==> config.mk <==
export PLATFORM = sky130hd
export DESIGN_NAME = uart_rx_frame
export DESIGN_NICKNAME = d
export VERILOG_FILES = /design/src/rtl/uart_pkg.sv /design/src/rtl/uart_baud_tick.sv /design/src/rtl/uart_rx_frame.sv
export SDC_FILE = /design/constraint.sdc
export NUM_CORES = 1
export LEC_CHECK = 0
export ABC_AREA = 0
export CAP_MARGIN = 20
export CORE_ASPECT_RATIO = 0.7
export CORE_MARGIN = 1.5
export CORE_UTILIZATION = 38
export DETAILED_ROUTE_END_ITERATION = 8
export PLACE_DENSITY = 0.62
export SETUP_SLACK_MARGIN = 0.3
export SLEW_MARGIN = 10
export SYNTH_ARGS = -nofsm -noshare
export SYNTH_HDL_FRONTEND = slang
export SYNTH_HIERARCHICAL = 1
export SYNTH_SLANG_ARGS = --single-unit
==> constraint.sdc <==
create_clock -name Clk -period 4.2 [get_ports Clk]
set_input_delay 0.84 -clock Clk [delete_from_list [all_inputs] [get_ports Clk]]
set_output_delay 0.84 -clock Clk [all_outputs]
set_load 0.02 [all_outputs]
==> src/rtl/uart_pkg.sv <==
// Shared UART definitions: receiver state encoding, error-bit positions and
// the oversample-tick divisor calculation used by both RX and TX.
package uart_pkg;

    typedef enum logic [2:0] {
        IDLE,
        START,
        DATA,
        PARITY,
        STOP,
        BRK_WAIT
    } rx_state_e;

    localparam int unsigned RX_ERR_BREAK  = 0;
    localparam int unsigned RX_ERR_PARITY = 1;
    localparam int unsigned RX_ERR_FRAME  = 2;

    // Rounded clocks per sample tick, never below 1.
    function automatic int unsigned calc_divisor(input int unsigned sysclk,
                                                 input int unsigned baud,
                                                 input int unsigned os);
        int unsigned den;
        int unsigned div;
        den = baud * os;
        if (den == 0) begin
            return 1;
        end
        div = (sysclk + den / 2) / den;
        return (div < 1) ? 1 : div;
    endfunction

endpackage

==> src/rtl/uart_baud_tick.sv <==
// Free-running divisor counter producing a one-cycle tick every DIVISOR clocks;
// clear restarts the count so the first tick lands DIVISOR cycles later.
module uart_baud_tick #(
    parameter int unsigned DIVISOR = 1
) (
    input  logic clk,
    input  logic rst_n,
    input  logic clear,
    output logic tick
);

    localparam int unsigned CW = $clog2(DIVISOR + 1);

    logic [CW-1:0] cnt;

    always_ff @(posedge clk or negedge rst_n) begin
        if (!rst_n) begin
            cnt  <= '0;
            tick <= 1'b0;
        end else if (clear) begin
            cnt  <= '0;
            tick <= 1'b0;
        end else if (cnt == CW'(DIVISOR - 1)) begin
            cnt  <= '0;
            tick <= 1'b1;
        end else begin
            cnt  <= cnt + CW'(1);
            tick <= 1'b0;
        end
    end

endmodule

==> src/rtl/uart_rx_frame.sv <==
// Oversampling UART receiver: majority-voted bit sampling, parity/frame/break
// checking, and a one-cycle Data_Rdy strobe per completed frame.
module uart_rx_frame
    import uart_pkg::*;
#(
    parameter int unsigned SYSCLK_RATE = 100000000,
    parameter int unsigned BAUD_RATE   = 9600,
    parameter int unsigned DATA_BITS   = 8,
    parameter int unsigned PARITY_BIT  = 1,
    parameter int unsigned STOP_BITS   = 2,
    parameter int unsigned OVERSAMPLE  = 16
) (
    input  logic                 Clk,
    input  logic                 Rst,
    input  logic                 Rx,
    output logic [DATA_BITS-1:0] Data_Out,
    output logic                 Data_Rdy,
    output logic [2:0]           Rx_Error,
    output logic                 Rx_Busy
);

    localparam int unsigned DIV = calc_divisor(SYSCLK_RATE, BAUD_RATE, OVERSAMPLE);
    localparam int unsigned PW  = $clog2(OVERSAMPLE);
    localparam int unsigned BW  = 4;
    localparam int unsigned MID = OVERSAMPLE / 2;

    rx_state_e            state;
    logic                 rx_meta;
    logic                 rx_s;
    logic                 rx_prev;
    logic [1:0]           sync_vld;
    logic                 armed;
    logic                 tick;
    logic [PW-1:0]        phase;
    logic [BW-1:0]        bit_cnt;
    logic                 vote_a;
    logic                 vote_b;
    logic [DATA_BITS-1:0] shift;
    logic                 par_acc;
    logic                 par_err;
    logic                 frm_err;
    logic                 all_zero;

    logic                 start_c;
    logic                 sampling_c;
    logic                 decide_c;
    logic                 vote_c;
    logic                 brk_c;
    logic                 frm_c;
    logic [2:0]           err_c;

    // Two-flop synchronizer plus edge register; armed blocks a line held low
    // across reset release from looking like a start edge.
    always_ff @(posedge Clk or negedge Rst) begin
        if (!Rst) begin
            rx_meta  <= 1'b1;
            rx_s     <= 1'b1;
            rx_prev  <= 1'b1;
            sync_vld <= '0;
            armed    <= 1'b0;
        end else begin
            rx_meta  <= Rx;
            rx_s     <= rx_meta;
            rx_prev  <= rx_s;
            sync_vld <= {sync_vld[0], 1'b1};
            armed    <= armed | (sync_vld[1] & rx_s);
        end
    end

    uart_baud_tick #(
        .DIVISOR(DIV)
    ) u_tick (
        .clk  (Clk),
        .rst_n(Rst),
        .clear(start_c),
        .tick (tick)
    );

    assign start_c    = (state == IDLE) && armed && rx_prev && !rx_s;
    assign sampling_c = (state == START) || (state == DATA) ||
                        (state == PARITY) || (state == STOP);
    assign decide_c   = sampling_c && tick && (phase == PW'(MID + 1));
    assign vote_c     = (vote_a & vote_b) | (vote_a & rx_s) | (vote_b & rx_s);
    assign brk_c      = all_zero & ~vote_c;
    assign frm_c      = frm_err | ~vote_c;

    always_comb begin
        err_c = '0;
        if (brk_c) begin
            err_c[RX_ERR_BREAK] = 1'b1;
        end else begin
            err_c[RX_ERR_PARITY] = par_err;
            err_c[RX_ERR_FRAME]  = frm_c;
        end
    end

    // Receive FSM; phase counts sample ticks within the current bit.
    always_ff @(posedge Clk or negedge Rst) begin
        if (!Rst) begin
            state    <= IDLE;
            phase    <= '0;
            bit_cnt  <= '0;
            vote_a   <= 1'b1;
            vote_b   <= 1'b1;
            shift    <= '0;
            par_acc  <= 1'b0;
            par_err  <= 1'b0;
            frm_err  <= 1'b0;
            all_zero <= 1'b0;
            Data_Out <= '0;
            Data_Rdy <= 1'b0;
            Rx_Error <= '0;
            Rx_Busy  <= 1'b0;
        end else begin
            Data_Rdy <= 1'b0;
            if (tick && phase == PW'(MID - 1)) vote_a <= rx_s;
            if (tick && phase == PW'(MID))     vote_b <= rx_s;
            if (sampling_c && tick) begin
                phase <= (phase == PW'(OVERSAMPLE - 1)) ? '0 : phase + PW'(1);
            end

            case (state)
                IDLE: begin
                    if (start_c) begin
                        state    <= START;
                        phase    <= '0;
                        bit_cnt  <= '0;
                        par_acc  <= 1'b0;
                        par_err  <= 1'b0;
                        frm_err  <= 1'b0;
                        all_zero <= 1'b1;
                        Rx_Busy  <= 1'b1;
                    end
                end
                START: begin
                    if (decide_c) begin
                        if (vote_c) begin
                            state   <= IDLE;
                            Rx_Busy <= 1'b0;
                        end else begin
                            state <= DATA;
                        end
                    end
                end
                DATA: begin
                    if (decide_c) begin
                        shift    <= {shift[DATA_BITS-2:0], vote_c};
                        par_acc  <= par_acc ^ vote_c;
                        all_zero <= all_zero & ~vote_c;
                        if (bit_cnt == BW'(DATA_BITS - 1)) begin
                            bit_cnt <= '0;
                            state   <= (PARITY_BIT != 0) ? PARITY : STOP;
                        end else begin
                            bit_cnt <= bit_cnt + BW'(1);
                        end
                    end
                end
                PARITY: begin
                    if (decide_c) begin
                        par_err  <= (vote_c != par_acc);
                        all_zero <= all_zero & ~vote_c;
                        state    <= STOP;
                    end
                end
                STOP: begin
                    if (decide_c) begin
                        if (bit_cnt == BW'(STOP_BITS - 1)) begin
                            Data_Rdy <= 1'b1;
                            Data_Out <= brk_c ? '0 : shift;
                            Rx_Error <= err_c;
                            Rx_Busy  <= brk_c;
                            phase    <= '0;
                            state    <= brk_c ? BRK_WAIT : IDLE;
                        end else begin
                            bit_cnt  <= bit_cnt + BW'(1);
                            frm_err  <= frm_c;
                            all_zero <= brk_c;
                        end
                    end
                end
                BRK_WAIT: begin
                    // Leave only after a full bit time of continuous idle-high.
                    if (!rx_s) begin
                        phase <= '0;
                    end else if (tick) begin
                        if (phase == PW'(OVERSAMPLE - 1)) begin
                            phase   <= '0;
                            state   <= IDLE;
                            Rx_Busy <= 1'b0;
                        end else begin
                            phase <= phase + PW'(1);
                        end
                    end
                end
                default: begin
                    state   <= IDLE;
                    Rx_Busy <= 1'b0;
                end
            endcase
        end
    end

endmodule

==> metrics, run 1 <==
global-route wire length before repair 9.032 mm; main flop type after synthesis dfrtp_1; Pre-antenna DRT Iters 4; post-cts sizing count 0; Max-slew headroom 54.75%; WL met2 2.123 mm; Post-synth EDFFs 0; Finished Core Util 44.07%; initial antenna violation count 0; Worst R2R End bit_cnt[3]; period utilisation layout 53.87%; Die W 104.6 um; total I/O pin count 16; Max Fclk 442.0 MHz; Final Slew Violations 0; worst r2r path cells 9; Synth Warn # 6; Die Y 74.13 um; total CTS buffers 5; flops & latches, synth 55; grt ovf 0; setup bufs post-CTS 0; vias in the first global route 1873; Starting Density 39.91%; iteration-0 DRC count of the detailed router 92; Worst setup SP type flip-flop; Worst Tran Pin Value 678.7 ps; gate count of the mapped netlist 272; CP required 4450 ps; biggest area consumer among synthesized cells dfrtp_1; Die ar. 7754 um2; Layout fillers 676; Max Clock Skew 3.667 ps; GP Congestion 0.8259; Seq/Total Area, Yosys 50.34%; Mapped Area 2746 um2; final WL 5.278 mm; R2R setup slack 1940 ps; outcome finished clean; drt wl/cell 13.93 um; Pleak 0.001298 uW; hold_sp rx_meta; post-synth cell types 61; met3 routed WL 229 um; crit end category flip-flop; maxcap violations 0; HP Class reg -> reg; Async SR Flop Fraction 100.0%; Worst Hold Path EP rx_s; Final Hold Vio Count 0; Yosys top cell area share 45.56%; routed vias/inst 5.240; synth-to-layout area growth 10.43%; Data arrival, critical path 2510 ps; hold buffer count at cts 0; Sink Count 55; CTS tree done; hold path cells 0; # rows 25; Post-Syn Area per Cell 10.10 um2; root buf cell clkbuf_8; largest net degree at the start of global routing 56; Setup-failing EPs final 0; FF-to-FF Start phase[1]; Power Dens Cells 379.7 nW/um2; M1 wire length 2.845 mm; DR vias 1986; worst-skew pair later-pin latency 310 ps; setup_tns 0 ps; CTS clk-pin slew, worst paths 100 ps; min Tclk post-route 2262 ps; Clock Path Buffers 2; critical path type reg -> reg; CORE AREA 6882 um2; Ant. Diodes 0; dpl ws 1993 ps; number of nets still failing antenna checks after routing 0; RSZ-0062 raised after global routing no; PortBufs 15; Worst VDD drop 0.0002455 V; Tot GR Track Use 14.76%; DRC errors left 0; fin worst setup slack 1938 ps; share of cells above drive strength 1 14.04%; uppermost layer routed met4; Area contributors post-synth dfrtp_1 (46%), dfstp_2 (4.8%), nand2_1 (4.6%); Mapped Nets 282; hpwl dp 3.644 mm; Nets 294; worst-path fanout max 8; H-tree lvl count 2
## area by class of cell
| class | count | area [um2] | share of cell area, % |
|---|---|---|---|
| timing repair buffer | 16 | 152.6 | 5.033 |
| multi-input combinational | 194 | 1246 | 41.09 |
| tap | 94 | 117.6 | 3.878 |
| clock buffer | 6 | 72.57 | 2.393 |
| inverter | 12 | 45.04 | 1.485 |
| clock inverter | 2 | 16.27 | 0.5363 |
| sequential | 55 | 1383 | 45.59 |
## cells in the mapped netlist, types with 4 or more instances
library cell and instances:
dfrtp_1 50, o21ai_0 15, nand3_1 15, nand4_1 7
dfstp_2 5, buf_2 4, mux2_2 9, o21ai_1 13
ha_1 7, nor2_1 17, a21oi_1 13, nand2_1 34
inv_1 11, nor3_1 4
## worst max-delay path by stage
stage | start | to | slack, ps | depth (start not counted)
floorplan | phase[1] | bit_cnt[3] | 2340 | 9
CTS | phase[1] | bit_cnt[3] | 1970 | 9
detailed placement | phase[1] | bit_cnt[3] | 1990 | 9
global placement | phase[1] | bit_cnt[3] | 2040 | 9
finish | phase[1] | bit_cnt[3] | 1940 | 9
global route | phase[1] | bit_cnt[3] | 1800 | 9
## per-stage QoR
step | power (uW) | hold WS, ps | std cells | cell area [um2]
after global placement | 861.1 | 334.7 | 371 | 2944
after detailed placement | 864.6 | 347.9 | 371 | 2944
after global routing | 1226 | 369.3 | 379 | 3033
after floorplan | 806.1 | 331.2 | 272 | 2746
after CTS | 1165 | 363.4 | 379 | 3033
final | 1152 | 361.2 | 379 | 3033
## logic make-up after synthesis
logic type                 after synthesis  share of synthesized area [%]
muxes                                   10                          4.100
adders and majority gates                8                          3.553
xor gates and xnor gates                 4                          1.276
AOI/OAI and AO/OA                       64                          14.81
and+or+nand+nor                        107                          21.50
DFF                                     55                          50.34
other                                    1                         0.1365
buffers and inverters                   23                          4.282
## flip-flops by register name (all words and copies together) (netlist names)
register	cells
frm_err	1
par_err	1
Data_Out	8
rx_s	1
Rx_Error	3
u_tick/cnt	10
state	3
shift	8
bit_cnt	4
phase	4
Data_Rdy	1
rx_prev	1
Rx_Busy	1
sync_vld	2
u_tick/tick	1
armed	1
rx_meta	1
vote_a	1
all_zero	1
vote_b	1
par_acc	1
## placed cells by master (no fill, tap or decap), types with 2 or more instances in the layout
master,instances
dfrtp_1,50
clkbuf_8,5
dfstp_2,5
nand4_1,7
clkdlybuf4s50_1,14
xor2_1,2
or2_2,2
nor2_1,17
nand2_1,34
o21ai_1,13
a21oi_1,13
a32oi_1,2
nor2b_1,2
o21ai_0,15
a21o_1,3
o211ai_1,2
o31ai_1,3
or3_1,2
inv_1,11
nor3_1,4
nand2b_1,3
nor3_2,2
or4_1,3
mux2_2,9
nand3_2,2
nand3_1,15
nand3b_1,2
ha_1,7
xnor2_1,2
## layer usage
metal	vias to the layer above	GRT usage (%)
met5	-	0
met3	9	3.506
met4	0	5.632
met1	942	21.13
met2	42	21.93
li1	993	-
## power by group
part | total [uW] | internal (uW) | switching [uW]
logic | 228 | 88.9 | 139
clock network | 295 | 120 | 174
registers | 629 | 564 | 64.9
total | 1150 | 773 | 379
## critical path, stage by stage, from the launching register on
cell and delay, ps:
dfrtp_1 420, inv_1 120, ha_1 250, nand4b_4 190, o2111ai_1 260, nand3_2 220, inv_2 170, a21oi_4 70
or4_1 410, nand3_1 90
Power figures use the tool's default switching activity.
==> inputs of run 2 (changes only) <==
==> constraint.sdc (replaced) <==
create_clock -name Clk -period 2.3 [get_ports Clk]
set_input_delay 0.46 -clock Clk [delete_from_list [all_inputs] [get_ports Clk]]
set_output_delay 0.46 -clock Clk [all_outputs]
set_load 0.02 [all_outputs]
==> metrics, run 2 (synthesis gave the netlist of run 1 again) <==
largest net degree at the start of global routing 31 (was 56); DRC errors left 0 (unchanged); global-route wire length before repair 9.466 mm (was 9.032 mm); worst r2r path cells 9 (unchanged); Sink Count 55 (unchanged); Die W 104.6 um (unchanged); Starting Density 39.91% (unchanged); outcome finished clean (unchanged); Power Dens Cells 714.2 nW/um2 (was 379.7 nW/um2); Seq pwr share 48.5% (was 54.6%); Final Hold Vio Count 0 (unchanged); period utilisation layout 86.92% (was 53.87%); dpl ws 227.6 ps (was 1993 ps); max FFs per register 10 (unchanged); Worst setup SP type flip-flop (unchanged); RSZ-0062 raised after global routing yes (was no); CORE AREA 6882 um2 (unchanged); top flop regs u_tick/cnt x10, Data_Out x8, shift x8 (unchanged); Worst R2R End bit_cnt[3] (unchanged); initial antenna violation count 0 (unchanged); Final Slew Violations 0 (unchanged); vias in the first global route 1882 (was 1873); Pre-antenna DRT Iters 4 (unchanged); crit end category flip-flop (unchanged); crit path from bit_cnt[1] (was phase[1]); Worst VDD drop 0.0004522 V (was 0.0002455 V); Die ar. 7754 um2 (unchanged); root buf cell clkbuf_8 (unchanged); total I/O pin count 16 (unchanged); worst-path fanout max 7 (was 8); H-tree lvl count 2 (unchanged); DR vias 2047 (was 1986); GP Congestion 0.9739 (was 0.8259); Top reg by flops u_tick/cnt (unchanged); Data arrival, critical path 2250 ps (was 2510 ps); Max Clock Skew 8.658 ps (was 3.667 ps); internal power 1625 uW (was 772.9 uW); Clock Path Buffers 2 (unchanged); worst-skew pair later-pin latency 310 ps (about the same); Finished Core Util 47.76% (was 44.07%); CTS clk-pin slew, worst paths 90 ps (was 100 ps); CP required 2550 ps (was 4450 ps); total CTS buffers 5 (unchanged); Worst Tran Pin Value 593.8 ps (was 678.7 ps); hpwl dp 3.746 mm (was 3.644 mm); CTS tree done (unchanged); synth-to-layout area growth 19.68% (was 10.43%); critical path type reg -> reg (unchanged); Max Fclk 500.2 MHz (was 442.0 MHz); PortBufs 15 (unchanged); drt wl/cell 14.43 um (was 13.93 um); leading cell type in the layout, fill and taps excluded dfrtp_1 (unchanged); most frequent cells in the layout dfrtp_1 (47), nand2_1 (34), buf_4 (22) (was dfrtp_1 (50), nand2_1 (34), nor2_1 (17)); Die Y 74.13 um (unchanged); HP Class in -> async (was reg -> reg); Clk network pwr share 28.2% (was 25.6%); fin worst setup slack 300.9 ps (was 1938 ps); # rows 25 (unchanged); iteration-0 DRC count of the detailed router 195 (was 92); Layout fillers 649 (was 676); number of nets still failing antenna checks after routing 0 (unchanged); final WL 5.786 mm (was 5.278 mm); grt ovf 0 (unchanged); routed vias/inst 5.105 (was 5.240); combinational share of power 23.3% (was 19.8%); R2R setup slack 300 ps (was 1940 ps); Max-slew headroom 60.41% (was 54.75%); hold buffer count at cts 0 (unchanged); share of cells above drive strength 1 23.78% (was 14.04%); Setup-failing EPs final 0 (unchanged); Tot GR Track Use 15.34% (was 14.76%); Nets 316 (was 294); maxcap violations 0 (unchanged); FF-to-FF Start bit_cnt[1] (was phase[1]); Pleak 0.001432 uW (was 0.001298 uW); P_sw 722.3 uW (was 378.7 uW); min Tclk post-route 1999 ps (was 2262 ps); Ant. Diodes 0 (unchanged); setup_tns 0 ps (unchanged); switch share 30.77% (was 32.88%)
## run 2: layout make-up
cell class	instances	area [um2]	share of cell area (%)
clock inverters	2	35.03	1.066
clock buffers	6	82.58	2.512
inverters	12	45.04	1.370
well taps	94	117.6	3.578
flip-flops and latches	55	1386	42.18
multi-input cells	194	1290	39.25
repair buffers	38	330.3	10.05
## run 2: critical path, stage by stage, from the launching register on
cell	delay (ps)
dfrtp_1	420
inv_1	70
ha_1	170
nor3b_4	270
a2bb2oi_2	200
nand3_2	130
inv_2	130
a21oi_4	60
or4_1	410
nand3_1	90
## run 2: how the worst max path moves through the flow
stage	end
final	bit_cnt[3]
after global routing	bit_cnt[3]
after CTS	bit_cnt[3]
after detailed placement	bit_cnt[3]
after global placement	bit_cnt[3]
after floorplan	bit_cnt[3]
## run 2: per-layer routing
| layer | part of all wire (%) | global-route usage, % | routed length [um] | up-vias |
|---|---|---|---|---|
| met4 | 0.28 | 4.871 | 16 | 0 |
| met3 | 3.7 | 3.243 | 215 | 2 |
| met5 | 0 | 0 | 0 | - |
| met1 | 54 | 24.72 | 3099 | 968 |
| met2 | 42 | 19.96 | 2455 | 37 |
| li1 | - | - | - | 1040 |
## run 2: power groups by stage
stage / Clock [uW] / Sequential (uW) / Combinational, uW
floorplan: 0 / 1110 / 360
detailed placement: 0 / 1150 / 458
finish: 662 / 1140 / 548
global placement: 0 / 1140 / 452
global route: 719 / 1160 / 609
CTS: 682 / 1130 / 477
## run 2: repair_timing
| action | in CTS | in global routing |
|---|---|---|
| hold endpoints to repair | 0 | 0 |
| buffers inserted | 1 | 15 |
| resized for setup | 5 | 8 |
| pin swaps | 2 | 4 |
| endpoints found under the setup margin | 11 | 21 |
## run 2: through the flow
stage / hold slack (ps) / instances / power (uW) / area, um2
after global routing: 191.2 / 401 / 2485 / 3287
after floorplan: 164.4 / 272 / 1472 / 2746
after global placement: 333.9 / 377 / 1596 / 3002
after detailed placement: 341.8 / 377 / 1603 / 3002
final: 147.9 / 401 / 2348 / 3287
after CTS: 157.4 / 386 / 2289 / 3143
==> inputs of run 3 (changes only) <==
--- a/config.mk
+++ b/config.mk
@@ -11,7 +11,7 @@
 export CORE_MARGIN = 1.5
 export CORE_UTILIZATION = 38
 export DETAILED_ROUTE_END_ITERATION = 8
-export PLACE_DENSITY = 0.62
+export PLACE_DENSITY = 0.64
 export SETUP_SLACK_MARGIN = 0.3
 export SLEW_MARGIN = 10
 export SYNTH_ARGS = -nofsm -noshare
==> constraint.sdc (replaced) <==
create_clock -name Clk -period 1.68 [get_ports Clk]
set_input_delay 0.336 -clock Clk [delete_from_list [all_inputs] [get_ports Clk]]
set_output_delay 0.336 -clock Clk [all_outputs]
set_load 0.02 [all_outputs]
==> metrics, run 3 (synthesis gave the netlist of run 1 again) <==
outcome complete, but fails checks (was finished clean); failing checks setup timing; Worst VDD drop 0.0004450 V (was 0.0004522 V); CORE AREA 6882 um2 (unchanged); Clock Path Buffers 2 (unchanged); share of cells above drive strength 1 52.19% (was 23.78%); HP Class reg -> reg (was in -> async); maxcap violations 0 (unchanged); H-tree lvl count 2 (unchanged); DRC errors left 0 (unchanged); Layout fillers 555 (was 649); Sink Count 55 (unchanged); Final Hold Vio Count 0 (unchanged); max FFs per register 10 (unchanged); fin worst setup slack -194.3 ps (was 300.9 ps); Top reg by flops u_tick/cnt (unchanged); total I/O pin count 16 (unchanged); leading cell type in the layout, fill and taps excluded buf_4 (was dfrtp_1); vias in the first global route 2319 (was 1882); final WL 7.787 mm (was 5.786 mm); total CTS buffers 5 (unchanged); Data arrival, critical path 2120 ps (was 2250 ps); fin cells 460 (was 401); CP required 1920 ps (was 2550 ps); placed cells 416 (was 377); Max-slew headroom 61.36% (was 60.41%); Pre-antenna DRT Iters 4 (unchanged); worst-skew pair later-pin latency 320 ps (was 310 ps); top flop regs u_tick/cnt x10, Data_Out x8, shift x8 (unchanged); footprint of the multi-input gates 1694 um2 (was 1290 um2); worst-path fanout max 5 (was 7); CP delay by family, top compound AO/OA/AOI/OAI gates (was simple AND/OR/NAND/NOR gates); synth-to-layout area growth 51.53% (was 19.68%); routed vias/inst 5.465 (was 5.105); CTS tree done (unchanged); Die ar. 7754 um2 (unchanged); crit end category flip-flop (unchanged); DR vias 2514 (was 2047); Max Fclk 533.5 MHz (was 500.2 MHz); Tot GR Track Use 20.34% (was 15.34%); min Tclk post-route 1874 ps (was 1999 ps); global-route wire length before repair 12.18 mm (was 9.466 mm); root buf cell clkbuf_8 (unchanged); most frequent cells in the layout buf_4 (51), dfrtp_1 (48), buf_6 (23) (was dfrtp_1 (47), nand2_1 (34), buf_4 (22)); Final Slew Violations 0 (unchanged); Nets 375 (was 316); Setup-failing EPs final 40 (was 0); Starting Density 39.91% (unchanged); drt wl/cell 16.93 um (was 14.43 um); Max stage delay on crit path 430 ps (was 420 ps); hpwl dp 4.398 mm (was 3.746 mm); grt ovf 0 (unchanged); Worst Tran Pin Value 575.2 ps (was 593.8 ps); Pleak 0.001827 uW (was 0.001432 uW); # rows 25 (unchanged); iteration-0 DRC count of the detailed router 211 (was 195); Ant. Diodes 0 (unchanged); period utilisation layout 111.6% (was 86.92%); Worst setup SP type flip-flop (unchanged); Max Clock Skew 11.28 ps (was 8.658 ps); PortBufs 15 (unchanged); CTS clk-pin slew, worst paths 110 ps (was 90 ps); Buf/Inv on CP 3 (was 2); crit-path cells or3b_4, a2bb2oi_4, nand3_4, inv_4, buf_6, buf_6, a41o_4, a21oi_2 (was inv_1, ha_1, nor3b_4, a2bb2oi_2, nand3_2, inv_2, a21oi_4, or4_1, nand3_1); most frequent cell on the critical path buf_6; GP Congestion 0.9296 (was 0.9739); largest net degree at the start of global routing 28 (was 31); critical path type reg -> reg (unchanged); Power Dens Cells 873.9 nW/um2 (was 714.2 nW/um2); Die W 104.6 um (unchanged); critical path's slowest cell dfrtp_2 (was dfrtp_1); Die Y 74.13 um (unchanged); Finished Core Util 60.47% (was 47.76%); storage element area 1385 um2 (was 1386 um2); initial antenna violation count 0 (unchanged); RSZ-0062 raised after global routing yes (unchanged); number of nets still failing antenna checks after routing 0 (unchanged)
run 3: final timing paths:
| path | from | end | slack [ps] | cells after the start |
|---|---|---|---|---|
| max | state[2] | u_tick/cnt[9] | -190 | 8 |
| min | sync_vld[0] | sync_vld[1] | 360 | 0 |
| max reg2reg | state[2] | u_tick/cnt[9] | -190 | 8 |
| min reg2reg | sync_vld[0] | sync_vld[1] | 360 | 0 |
| max in group asynchronous | Rst | u_tick/cnt[1] | 720 | 3 |
| min in group asynchronous | Rst | Data_Rdy | 410 | 2 |
run 3: per-layer routing:
metal	track usage, %	share of wire [%]	vias up
li1	-	-	1171
met1	29.67	48	1253
met2	31.43	45	78
met3	3.856	5.5	12
met4	5.479	1.2	0
met5	0	0	-
run 3: power breakdown:
part           internal [uW]  switching, uW  leakage, uW
combinational            670            724      0.00106
clock                    303            459    0.0000489
sequential              1410           72.2     0.000720
run 3: final cells by class:
| class | instances | share of cell area (%) |
|---|---|---|
| clock inverters | 3 | 0.5412 |
| flip-flops and latches | 55 | 33.28 |
| inverters | 12 | 1.293 |
| repair buffers | 93 | 19.69 |
| multi-input cells | 198 | 40.71 |
| clock buffers | 5 | 1.654 |
| well taps | 94 | 2.826 |
run 3: timing repair:
action,CTS,global route
hold endpoints to repair,9,0
pin swaps,37,25
cloned,5,0
hold buffers,1,0
buffers inserted,20,10
endpoints found under the setup margin,61,62
gates resized for setup,82,61
run 3: through the flow:
| stage | TNS (ps) | worst slack, ps | power (uW) | area, um2 | hold slack, ps |
|---|---|---|---|---|---|
| 4_1_cts | -2163 | -138.1 | 3485 | 3959 | 359.1 |
| 2_1_floorplan | -164.9 | -141.9 | 2045 | 2851 | 40.41 |
| 3_5_place_dp | -2405 | -166.1 | 2403 | 3400 | 226.2 |
| 5_1_grt | -7679 | -240.8 | 3833 | 4161 | 374.5 |
| 6_report | -5071 | -194.3 | 3637 | 4161 | 358.8 |
| 3_3_place_gp | -1713 | -107.9 | 2384 | 3400 | 220.5 |
